File: config.mk
export PLATFORM = sky130hd
export DESIGN_NAME = sr_button_debouncer_flat
export DESIGN_NICKNAME = d
export VERILOG_FILES = /design/src/rtl/sr_button_debouncer_if.sv /design/src/rtl/sr_button_debouncer.sv /design/src/flat_wrapper.sv
export SDC_FILE = /design/constraint.sdc
export NUM_CORES = 1
export LEC_CHECK = 0
export CAP_MARGIN = 25
export CORE_ASPECT_RATIO = 1.2
export CORE_MARGIN = 3
export CORE_UTILIZATION = 50
export CTS_CLUSTER_DIAMETER = 100
export CTS_CLUSTER_SIZE = 30
export DETAILED_ROUTE_END_ITERATION = 6
export PLACE_DENSITY = 0.81
export SKIP_LAST_GASP = 1
export SLEW_MARGIN = 10
export SYNTH_ARGS = -nofsm -noshare
export SYNTH_HDL_FRONTEND = slang
export SYNTH_SLANG_ARGS = --single-unit
export TNS_END_PERCENT = 20
File: constraint.sdc
create_clock -name clk -period 1.6 [get_ports clk]
set_input_delay 0.32 -clock clk [delete_from_list [all_inputs] [get_ports clk]]
set_output_delay 0.32 -clock clk [all_outputs]
set_load 0.03 [all_outputs]
File: src/rtl/sr_button_debouncer_if.sv
`default_nettype none
// ============================================================================
// Module   : sr_button_debouncer_if
// Brief    : Button inputs and conditioned SR pulse outputs of the debouncer.
// Revision : 1.0 - initial release
// ============================================================================
interface sr_button_debouncer_if;
    logic btn_set;
    logic btn_rst;
    logic S;
    logic R;
    logic set_level;
    logic rst_level;
    logic conflict;

    // The master drives the raw buttons and observes the conditioned outputs.
    modport master (
        output btn_set,
        output btn_rst,
        input  S,
        input  R,
        input  set_level,
        input  rst_level,
        input  conflict
    );

    modport slave (
        input  btn_set,
        input  btn_rst,
        output S,
        output R,
        output set_level,
        output rst_level,
        output conflict
    );
endinterface
`default_nettype wire

File: src/rtl/sr_button_debouncer.sv
`default_nettype none
// ============================================================================
// Module   : sr_button_debouncer
// Brief    : Two-channel synchronizer/debouncer producing interlocked S/R pulses.
// Revision : 1.0 - initial release
// ============================================================================
module sr_button_debouncer #(
    parameter int DEBOUNCE_CYCLES = 4,
    parameter int CNT_WIDTH       = 16
) (
    input  wire logic          clk,
    input  wire logic          rst_n,
    sr_button_debouncer_if.slave bus
);
    localparam logic [CNT_WIDTH-1:0] C_CNT_LAST = CNT_WIDTH'(DEBOUNCE_CYCLES - 1);

    // Channel 0 is the set button, channel 1 the reset button.
    logic [1:0]           w_btn;
    logic [1:0]           r_sync1;
    logic [1:0]           r_sync2;
    logic [1:0]           r_level;
    logic [1:0]           w_level_next;
    logic [1:0]           w_rise;
    logic [CNT_WIDTH-1:0] r_cnt      [2];
    logic [CNT_WIDTH-1:0] w_cnt_next [2];
    logic                 r_s;
    logic                 r_r;
    logic                 r_conflict;
    logic                 w_s;
    logic                 w_r;
    logic                 w_conflict;

    assign w_btn = {bus.btn_rst, bus.btn_set};

    // Any sample matching the current level restarts the qualification run.
    always_comb begin
        w_level_next = r_level;
        for (int ch = 0; ch < 2; ch++) begin
            w_cnt_next[ch] = '0;
            if (r_sync2[ch] != r_level[ch]) begin
                if (r_cnt[ch] == C_CNT_LAST) begin
                    w_level_next[ch] = r_sync2[ch];
                end else begin
                    w_cnt_next[ch] = r_cnt[ch] + 1'b1;
                end
            end
        end
    end

    assign w_rise = w_level_next & ~r_level;

    // A press is only forwarded when the opposite channel is idle and not rising.
    assign w_s        = w_rise[0] & ~w_level_next[1] & ~w_rise[1];
    assign w_r        = w_rise[1] & ~w_level_next[0] & ~w_rise[0];
    assign w_conflict = (w_rise[0] & (w_level_next[1] | w_rise[1]))
                      | (w_rise[1] & (w_level_next[0] | w_rise[0]));

    always_ff @(posedge clk) begin
        if (!rst_n) begin
            r_sync1    <= '0;
            r_sync2    <= '0;
            r_level    <= '0;
            r_s        <= 1'b0;
            r_r        <= 1'b0;
            r_conflict <= 1'b0;
            for (int ch = 0; ch < 2; ch++) begin
                r_cnt[ch] <= '0;
            end
        end else begin
            r_sync1    <= w_btn;
            r_sync2    <= r_sync1;
            r_level    <= w_level_next;
            r_s        <= w_s;
            r_r        <= w_r;
            r_conflict <= w_conflict;
            for (int ch = 0; ch < 2; ch++) begin
                r_cnt[ch] <= w_cnt_next[ch];
            end
        end
    end

    assign bus.S         = r_s;
    assign bus.R         = r_r;
    assign bus.set_level = r_level[0];
    assign bus.rst_level = r_level[1];
    assign bus.conflict  = r_conflict;
endmodule
`default_nettype wire

File: src/flat_wrapper.sv
// flat-port wrapper written by rule: the top's interface ports become plain ports
module sr_button_debouncer_flat 
#(
    parameter int DEBOUNCE_CYCLES = 4,
    parameter int CNT_WIDTH       = 16
)
  (clk, rst_n, bus_btn_set, bus_btn_rst, bus_S, bus_R, bus_set_level, bus_rst_level, bus_conflict);
  sr_button_debouncer_if bus_i ();
  input  wire logic clk;
  input  wire logic rst_n;
  input wire logic [$bits(bus_i.btn_set)-1:0] bus_btn_set;
  input wire logic [$bits(bus_i.btn_rst)-1:0] bus_btn_rst;
  output wire logic [$bits(bus_i.S)-1:0] bus_S;
  output wire logic [$bits(bus_i.R)-1:0] bus_R;
  output wire logic [$bits(bus_i.set_level)-1:0] bus_set_level;
  output wire logic [$bits(bus_i.rst_level)-1:0] bus_rst_level;
  output wire logic [$bits(bus_i.conflict)-1:0] bus_conflict;
  assign bus_i.btn_set = bus_btn_set;
  assign bus_i.btn_rst = bus_btn_rst;
  assign bus_S = bus_i.S;
  assign bus_R = bus_i.R;
  assign bus_set_level = bus_i.set_level;
  assign bus_rst_level = bus_i.rst_level;
  assign bus_conflict = bus_i.conflict;
  sr_button_debouncer #(.DEBOUNCE_CYCLES(DEBOUNCE_CYCLES), .CNT_WIDTH(CNT_WIDTH)) u_core (.clk(clk), .rst_n(rst_n), .bus(bus_i));
endmodule
After elaboration in Yosys (flattened, before gate mapping)
Memories as Yosys holds them, arrays and structs flattened.
Cells that the tools add are included.

storage, ports and cells
  bits in registers = 9
  output and inout bits = 5
  memories = 1
  bits in writable memories = 32

memories
  memory        words  width  read ports  clocked after memory_dff  wr ports  RTL line                   RTL
  u_core.r_cnt  2      16     2           0                         2         sr_button_debouncer.sv:24  logic [CNT_WIDTH-1:0] r_cnt [2];

operators by class
  muxes and demuxes = 12
  $add $sub $neg = 2
  bitwise logic cells = 17
  equal/unequal tests = 4

operator list
  kind                                                              number
  16-bit two-way mux                                                6
  16-bit by 1-bit adder with 16-bit output, second input constant   2
  16-bit by 2-bit == test with 1-bit output, second input constant  2
  1-bit AND                                                         6
  1-bit two-way mux                                                 6
  1-bit OR                                                          5
  1-bit inverter                                                    4
  2-bit AND                                                         1
  1-bit inequality test                                             2
  2-bit inverter                                                    1

Depth between registers and ports, before layout
Gate-level depths: netlist of run 1.

  depth in word-level cells = 7
  depth in mapped cells = 6
  gate-level depth less buffers = 5

Worst setup path before layout of run 1
OpenSTA, ideal clock, no wires.

  path type = register -> register
  start = memory u_core.r_cnt[0][0]
  end = register u_core.r_conflict, in the netlist u_core.bus.conflict
  arrival time = 1568 ps
  cell stages (with the launch flop) = 6
  period minus slack after synthesis = 1663 ps
  path slack = -63 ps
  buffers on the path = 0
  required time = 1505 ps
  library setup time = 95 ps
  cell sequence = dfxtp_1 > ha_1 > nor4b_4 > nand4_2 > or4_1 > o311ai_1

RTL lines
  item                  RTL line                   RTL
  from (decl)           sr_button_debouncer.sv:24
  to (signal assigned)  sr_button_debouncer.sv:75  r_conflict <= w_conflict;
  to (decl)             sr_button_debouncer.sv:28  logic r_conflict;

==> qor.yml, run 1 <==
yosys:
  ys_ff_latch: 41
  synth_edf_count: 0
  synthDominantCellAreaShare_pct: 46.2
  ys_seq_area_share_pct: 46.2
  async_flop_share_pct: 0
  synth-compound-area-share_pct: 1.20
  synthMuxAreaShare_pct: 1.13
  syn_area_per_cell_um2: 9.30
  syn_nets: 197
  synth_top_family_by_area: "simple AND/OR/NAND/NOR gates"
  synth_xor_area_share_pct: 14.3
  synth_area_leader_cell: "dfxtp_1"
  synthFlopType: "dfxtp_1"
  synth_cells: 191
  yosys-top-cells-area: "dfxtp_1 46%, xnor2_1 8.9%, nor2_1 7.0%"
  synthAdderAreaFrac_pct: 1.41
  syn-cell-area_um2: 1780
  synth_cell_types: 33
  yosysWarningCount: 0
  yosys.area_share.simple_pct: 33.3
setup_path:
  startpoint_type: "flop"
  crit_arrival_ns: 1.86
  worstSetupPathType: "reg2reg"
  crit_path_start: "u_core.r_cnt[0][16]$_SDFF_PP0_"
  rr_worst_depth: 7
  r2r-start: "u_core.r_cnt[0][16]$_SDFF_PP0_"
  required_ns: 1.80
  cp_max_fo: 4
  cp-end-kind: "flop"
  rrSetupSlack_ns: -0.06
clock_network:
  cts_tree: "yes"
  path_clk_slew_ns: 0.08
  insertion_delay_ns: 0.29
  cts-buffers-inserted: 5
  cts_max_level: 2
  ctsHoldBuffers: 0
  cts.sinks: 41
  cts_root_buf: "clkbuf_8"
  cts_max_path_buffers: 2
power_and_ir_drop:
  ir_drop_mv: 0.897
  p_leak_nw: 0.801
  power_density_nw_per_um2: 906
  p_total_mw: 2.07
sta:
  finalSetupViolations: 3
  finClkSkew_ns: 0.00592
  min_period_ns: 1.66
  rsz0062_at_grt: "yes"
  worst_slew_margin_rel_pct: 73.8
  finalWorstSetupSlack_ns: -0.0641
  worst_pin_slew_ns: 0.389
  fmaxAchievable_mhz: 601
  hold_viol_final: 0
  maxSlewViolCount: 0
  timing.final.crit_share_pct: 104
placed_design:
  pre_cts_ws_ns: -0.218
  port_buffers: 8
  dp_hpwl_um: 2330
  gp_congestion: 0.838
  dpl_cell_area_um2: 2070
die:
  io_pins: 9
  die_y_um: 71.3
  coreArea_um2: 3370
  initial_core_util_pct: 52.7
  die_area_um2: 4300
  die_x_um: 60.4
  rows: 23
final_layout:
  fin_util_pct: 67.8
  final.fill_count: 253
  nNetsFinal: 232
  antenna_cells: 0
  design_area_um2: 2280
  drive_gt1_share_pct: 21.1
  syn2layout_area_growth_pct: 28.6
  final-seq-area_um2: 826
  multiInputGateArea_um2: 977
status:
  violations: "setup timing"
  outcome: "finished with violations"
detailed_routing:
  drc_errors: 0
  routedWlPerCell_um: 13.2
  routed_wl_um: 3480
  drtIter0Drc: 50
  dr.pass1.iters: 4
  vias: 1424
  ant_nets: 0
  avgViaCountPerCell: 5.39
global_route:
  grt_usage_pct: 17.4
  grt_overflow: 0
  grt_max_degree: 17
  antenna_found_initial: 0
  grt_pass1_vias: 1390
  grt_pass1_wl_um: 5780
flow_run:
  drv_cap: 0
worst_hold_path:
  hold_start: "u_core.r_sync1[0]$_SDFF_PN0_"
  holdPathStages: 1
  hp-class: "reg2reg"
[repair_timing]
action                                  CTS  global route
setup buffers                             0             2
pin swaps                                 0             3
endpoints found under the setup margin    7            28
resized for setup                         1            13
[metal layers]
| layer | up-vias | track usage (%) | part of all wire, % |
|---|---|---|---|
| met1 | 665 | 19.9 | 42 |
| met3 | 7 | 4.86 | 3.1 |
| met4 | 0 | 7.14 | 1.7 |
| met5 | - | 0 | 0 |
| li1 | 733 | - | - |
| met2 | 19 | 29.8 | 53 |
[power breakdown]
part           total (mW)  switching, mW  internal (mW)
logic              0.0379         0.0167         0.0212
clock network        1.00          0.373          0.628
registers            1.03        0.00476           1.03
total                2.07          0.394           1.67
[cell usage in the layout, fill, tap and decap left out, types with 2 or more instances in the layout]
cell type        instances
nor2b_1                  2
and3_1                   4
nand3_1                 15
nor4_1                   8
or4_1                    2
xnor2_1                 18
nand4_2                  2
buf_4                   23
nor4b_4                  2
clkbuf_8                 5
inv_1                    6
ha_4                     2
bufinv_16                2
dfxtp_2                  4
xor2_1                  11
clkdlybuf4s50_1          6
nand4_1                  8
nor4_2                   2
dfxtp_1                 37
nand2_1                  6
and2_1                   4
nor2_1                  33
nor3_1                   8
[synth_stat cells, drive strengths merged, types with 2 or more instances]
cell type,number
and2,4
and3,4
buf,3
dfxtp,41
ha,2
inv,6
mux2i,2
nand2,6
nand3,15
nand4,10
nor2,33
nor2b,2
nor3,8
nor4,11
nor4b,2
or2,2
or4,2
xnor2,18
xor2,11
[state kept, by name, indices dropped and copies added, names as in the netlist]
register / flops
u_core.r_level: 2
u_core.bus.conflict: 1
u_core.bus.R: 1
u_core.r_cnt: 32
u_core.r_sync1: 2
u_core.bus.S: 1
u_core.r_sync2: 2
[cells by family after synthesis]
kind of cell | count (synthesis)
xor gates and xnor gates | 29
AOI/OAI and AO/OA | 3
buffers and inverters | 10
adders and majority gates | 2
and+or+nand+nor | 104
muxes | 2
DFF | 41
[critical path: stages (launching register included)]
cell,delay (ns)
dfxtp_2,0.36
ha_4,0.14
nor4b_4,0.21
nand4_1,0.23
buf_4,0.21
mux2i_1,0.22
buf_4,0.16
nor2b_1,0.04
[final cells by class]
class	count	area share [%]
flip-flops and latches	41	36.2
multi-input cells	140	42.8
well taps	37	2.03
clock inverters	3	3.01
repair buffers	32	12.0
clock buffers	5	3.01
inverters	6	0.986
[final timing paths]
kind	to
max	u_core.r_level[1]$_SDFF_PN0_
min	u_core.r_sync2[0]$_SDFF_PN0_
min reg2reg	u_core.r_sync2[0]$_SDFF_PN0_
max reg2reg	u_core.r_level[1]$_SDFF_PN0_
[through the flow]
| stage | setup TNS (ns) | hold WS (ns) | std cells |
|---|---|---|---|
| 3_5_place_dp | -0.234 | 0.423 | 254 |
| 3_3_place_gp | -0.180 | 0.416 | 254 |
| 5_1_grt | -1.26 | 0.452 | 264 |
| 6_report | -0.105 | 0.442 | 264 |
| 2_1_floorplan | 0 | 0.412 | 191 |
| 4_1_cts | -0.278 | 0.445 | 262 |
No activity file was read; power rests on OpenSTA's default activity.
==> run 2: changes to the inputs <==
--- a/config.mk
+++ b/config.mk
@@ -14,7 +14,7 @@
 export DETAILED_ROUTE_END_ITERATION = 6
 export PLACE_DENSITY = 0.81
 export SKIP_LAST_GASP = 1
-export SLEW_MARGIN = 10
+export SLEW_MARGIN = 20
 export SYNTH_ARGS = -nofsm -noshare
 export SYNTH_HDL_FRONTEND = slang
 export SYNTH_SLANG_ARGS = --single-unit
==> results of run 2 <==
Same layout as run 1: the final DEF is identical, and so are final timing and power.
==> run 3: changes to the inputs <==
--- a/config.mk
+++ b/config.mk
@@ -12,6 +12,7 @@
 export CTS_CLUSTER_DIAMETER = 100
 export CTS_CLUSTER_SIZE = 30
 export DETAILED_ROUTE_END_ITERATION = 6
+export MAX_ROUTING_LAYER = met4
 export PLACE_DENSITY = 0.81
 export SKIP_LAST_GASP = 1
 export SLEW_MARGIN = 20
==> run 3 against run 2 <==
The run still ends with setup timing left. Count of clock-buffer cells in the layout unchanged. Register-to-register slack barely moved. Flip-flop and latch count did not move. Worst hold slack is essentially flat. Total power barely moved. Sequential power is essentially flat. First-iteration DRC count up 28%. Sequential share of layout area stayed put. Via count up 0.63%. Combinational power is essentially flat. Critical endpoint unchanged. Highest routed layer unchanged.
==> qor.yml, run 3 (same netlist as run 1, synthesis figures left out) <==
status:
  outcome: "finished with violations"
  violations: "setup timing"
global_route:
  grt_pass1_vias: 1394  # +0.29%
  antenna_found_initial: 0  # unchanged
  grt_max_degree: 17  # unchanged
  grt_pass1_wl_um: 5780  # unchanged
  grt_usage_pct: 17.9  # +0.50 points
  grt_overflow: 0  # unchanged
setup_path:
  crit_chain: "ha_4 -> nor4b_4 -> nand4_1 -> buf_4 -> mux2i_1 -> buf_4 -> nor2b_1"
  cpMostUsedCell: "buf_4"
  cp-end-kind: "flop"
  required_ns: 1.80  # about the same
  crit_path_start: "u_core.r_cnt[0][16]$_SDFF_PP0_"
  critPathTopFamily: "simple AND/OR/NAND/NOR gates"
  cpPeakStageDelay_ns: 0.36  # about the same
  crit_arrival_ns: 1.86  # about the same
  worstSetupPathType: "reg2reg"
  startpoint_type: "flop"
  r2r-start: "u_core.r_cnt[0][16]$_SDFF_PP0_"
  cp_max_fo: 4  # unchanged
  cp_slowest_cell: "dfxtp_2"
  path_buf_inv: 2  # unchanged
final_layout:
  largest_register: "u_core.r_cnt"
  antenna_cells: 0  # unchanged
  nNetsFinal: 232  # unchanged
  largest_register_ffs: 32  # unchanged
  syn2layout_area_growth_pct: 28.6  # unchanged
  fin_util_pct: 67.8  # unchanged
  final_cell_mix: "37 x dfxtp_1, 33 x nor2_1, 23 x buf_4"
  final_common_cell: "dfxtp_1"
  drive_gt1_share_pct: 21.1  # unchanged
power_and_ir_drop:
  power.share.clock_pct: 48.3  # about the same
  power_density_nw_per_um2: 906  # about the same
  p_seq_share_pct: 49.8  # about the same
  power_switching_mw: 0.393  # -0.20%
  pwr-share-comb_pct: 1.8  # about the same
  p_leak_nw: 0.801  # unchanged
  intPower_mw: 1.67  # about the same
  ir_drop_mv: 0.895  # -0.26%
  p_total_mw: 2.07  # about the same
  swShare_pct: 19.0  # -0.030 points
detailed_routing:
  ant_nets: 0  # unchanged
  drtIter0Drc: 64  # +28%
  drc_errors: 0  # unchanged
  vias: 1433  # +0.63%
  routed_wl_um: 3480  # about the same
  dr.pass1.iters: 4  # unchanged
  routedWlPerCell_um: 13.2  # about the same
  avgViaCountPerCell: 5.43  # +0.63%
flow_run:
  drv_cap: 0  # unchanged
die:
  io_pins: 9  # unchanged
  coreArea_um2: 3370  # unchanged
  rows: 23  # unchanged
  die_area_um2: 4300  # unchanged
  die_y_um: 71.3  # unchanged
  initial_core_util_pct: 52.7  # unchanged
  die_x_um: 60.4  # unchanged
clock_network:
  cts.sinks: 41  # unchanged
  path_clk_slew_ns: 0.08  # about the same
  insertion_delay_ns: 0.29  # about the same
  cts_root_buf: "clkbuf_8"
  ctsHoldBuffers: 0  # unchanged
  cts_max_level: 2  # unchanged
  cts_max_path_buffers: 2  # unchanged
  cts_tree: "yes"
  cts-buffers-inserted: 5  # unchanged
placed_design:
  port_buffers: 8  # unchanged
  pre_cts_ws_ns: -0.218  # unchanged
  dp_hpwl_um: 2330  # unchanged
  gp_congestion: 0.851  # +1.6%
sta:
  finalWorstSetupSlack_ns: -0.0691  # -0.00503 ns
  finalSetupTns_ns: -0.115  # -0.00934 ns
  hold_ws_ns: 0.442  # -0.000106 ns
  rsz0062_at_grt: "yes"
  hold_viol_final: 0  # unchanged
  maxSlewViolCount: 0  # unchanged
  min_period_ns: 1.67  # +0.00503 ns
  fmaxAchievable_mhz: 599  # -0.30%
  worst_slew_margin_rel_pct: 73.8  # unchanged
  finClkSkew_ns: 0.00539  # -0.000531 ns
  finalSetupViolations: 3  # unchanged
  worst_pin_slew_ns: 0.389  # unchanged
  timing.final.crit_share_pct: 104  # +0.31 points
worst_hold_path:
  hp-class: "reg2reg"
  hold_start: "u_core.r_sync1[0]$_SDFF_PN0_"
-- run 3: worst paths after layout --
check                                      end  slack [ns]  cells after the start
hold reg to reg   u_core.r_sync2[0]$_SDFF_PN0_        0.44                      1
hold / removal    u_core.r_sync2[0]$_SDFF_PN0_        0.44                      1
setup / recovery  u_core.r_level[1]$_SDFF_PN0_       -0.07                      7
setup reg to reg  u_core.r_level[1]$_SDFF_PN0_       -0.07                      7
-- run 3: area by class of cell --
| type | count | area, µm² |
|---|---|---|
| fillers | 253 | 1080 |
| multi-input cells | 140 | 977 |
| flip-flops and latches | 41 | 826 |
| repair buffers | 32 | 274 |
| clock buffers | 5 | 68.8 |
| clock inverters | 3 | 68.8 |
| well taps | 37 | 46.3 |
| inverters | 6 | 22.5 |
-- run 3: timing repair --
item,4_1_cts,5_1_grt
resized for setup,1,13
pin swaps,0,3
endpoints found under the setup margin,7,28
buffers inserted,0,2
-- run 3: through the flow --
stage                     cell area (µm²)  instances
after detailed placement             2070        254
final                                2280        264
after global routing                 2280        264
after CTS                            2210        262
after floorplan                      1790        191
after global placement               2070        254
-- run 3: routing by layer --
layer / vias to the layer above / GRT usage (%) / routed length, µm
met5: - / - / 0
met4: 0 / 7.14 / 58
met3: 7 / 4.86 / 116
met2: 25 / 29.8 / 1840
met1: 667 / 19.9 / 1460
li1: 734 / - / -
-- run 3: power groups by stage --
stage          logic, mW  registers [mW]  clock network, mW
2_1_floorplan     0.0166            1.05                  0
3_3_place_gp      0.0366            1.05                  0
3_5_place_dp      0.0372            1.05                  0
4_1_cts           0.0377            1.03               1.02
5_1_grt           0.0430            1.03               1.05
6_report          0.0378            1.03               1.00
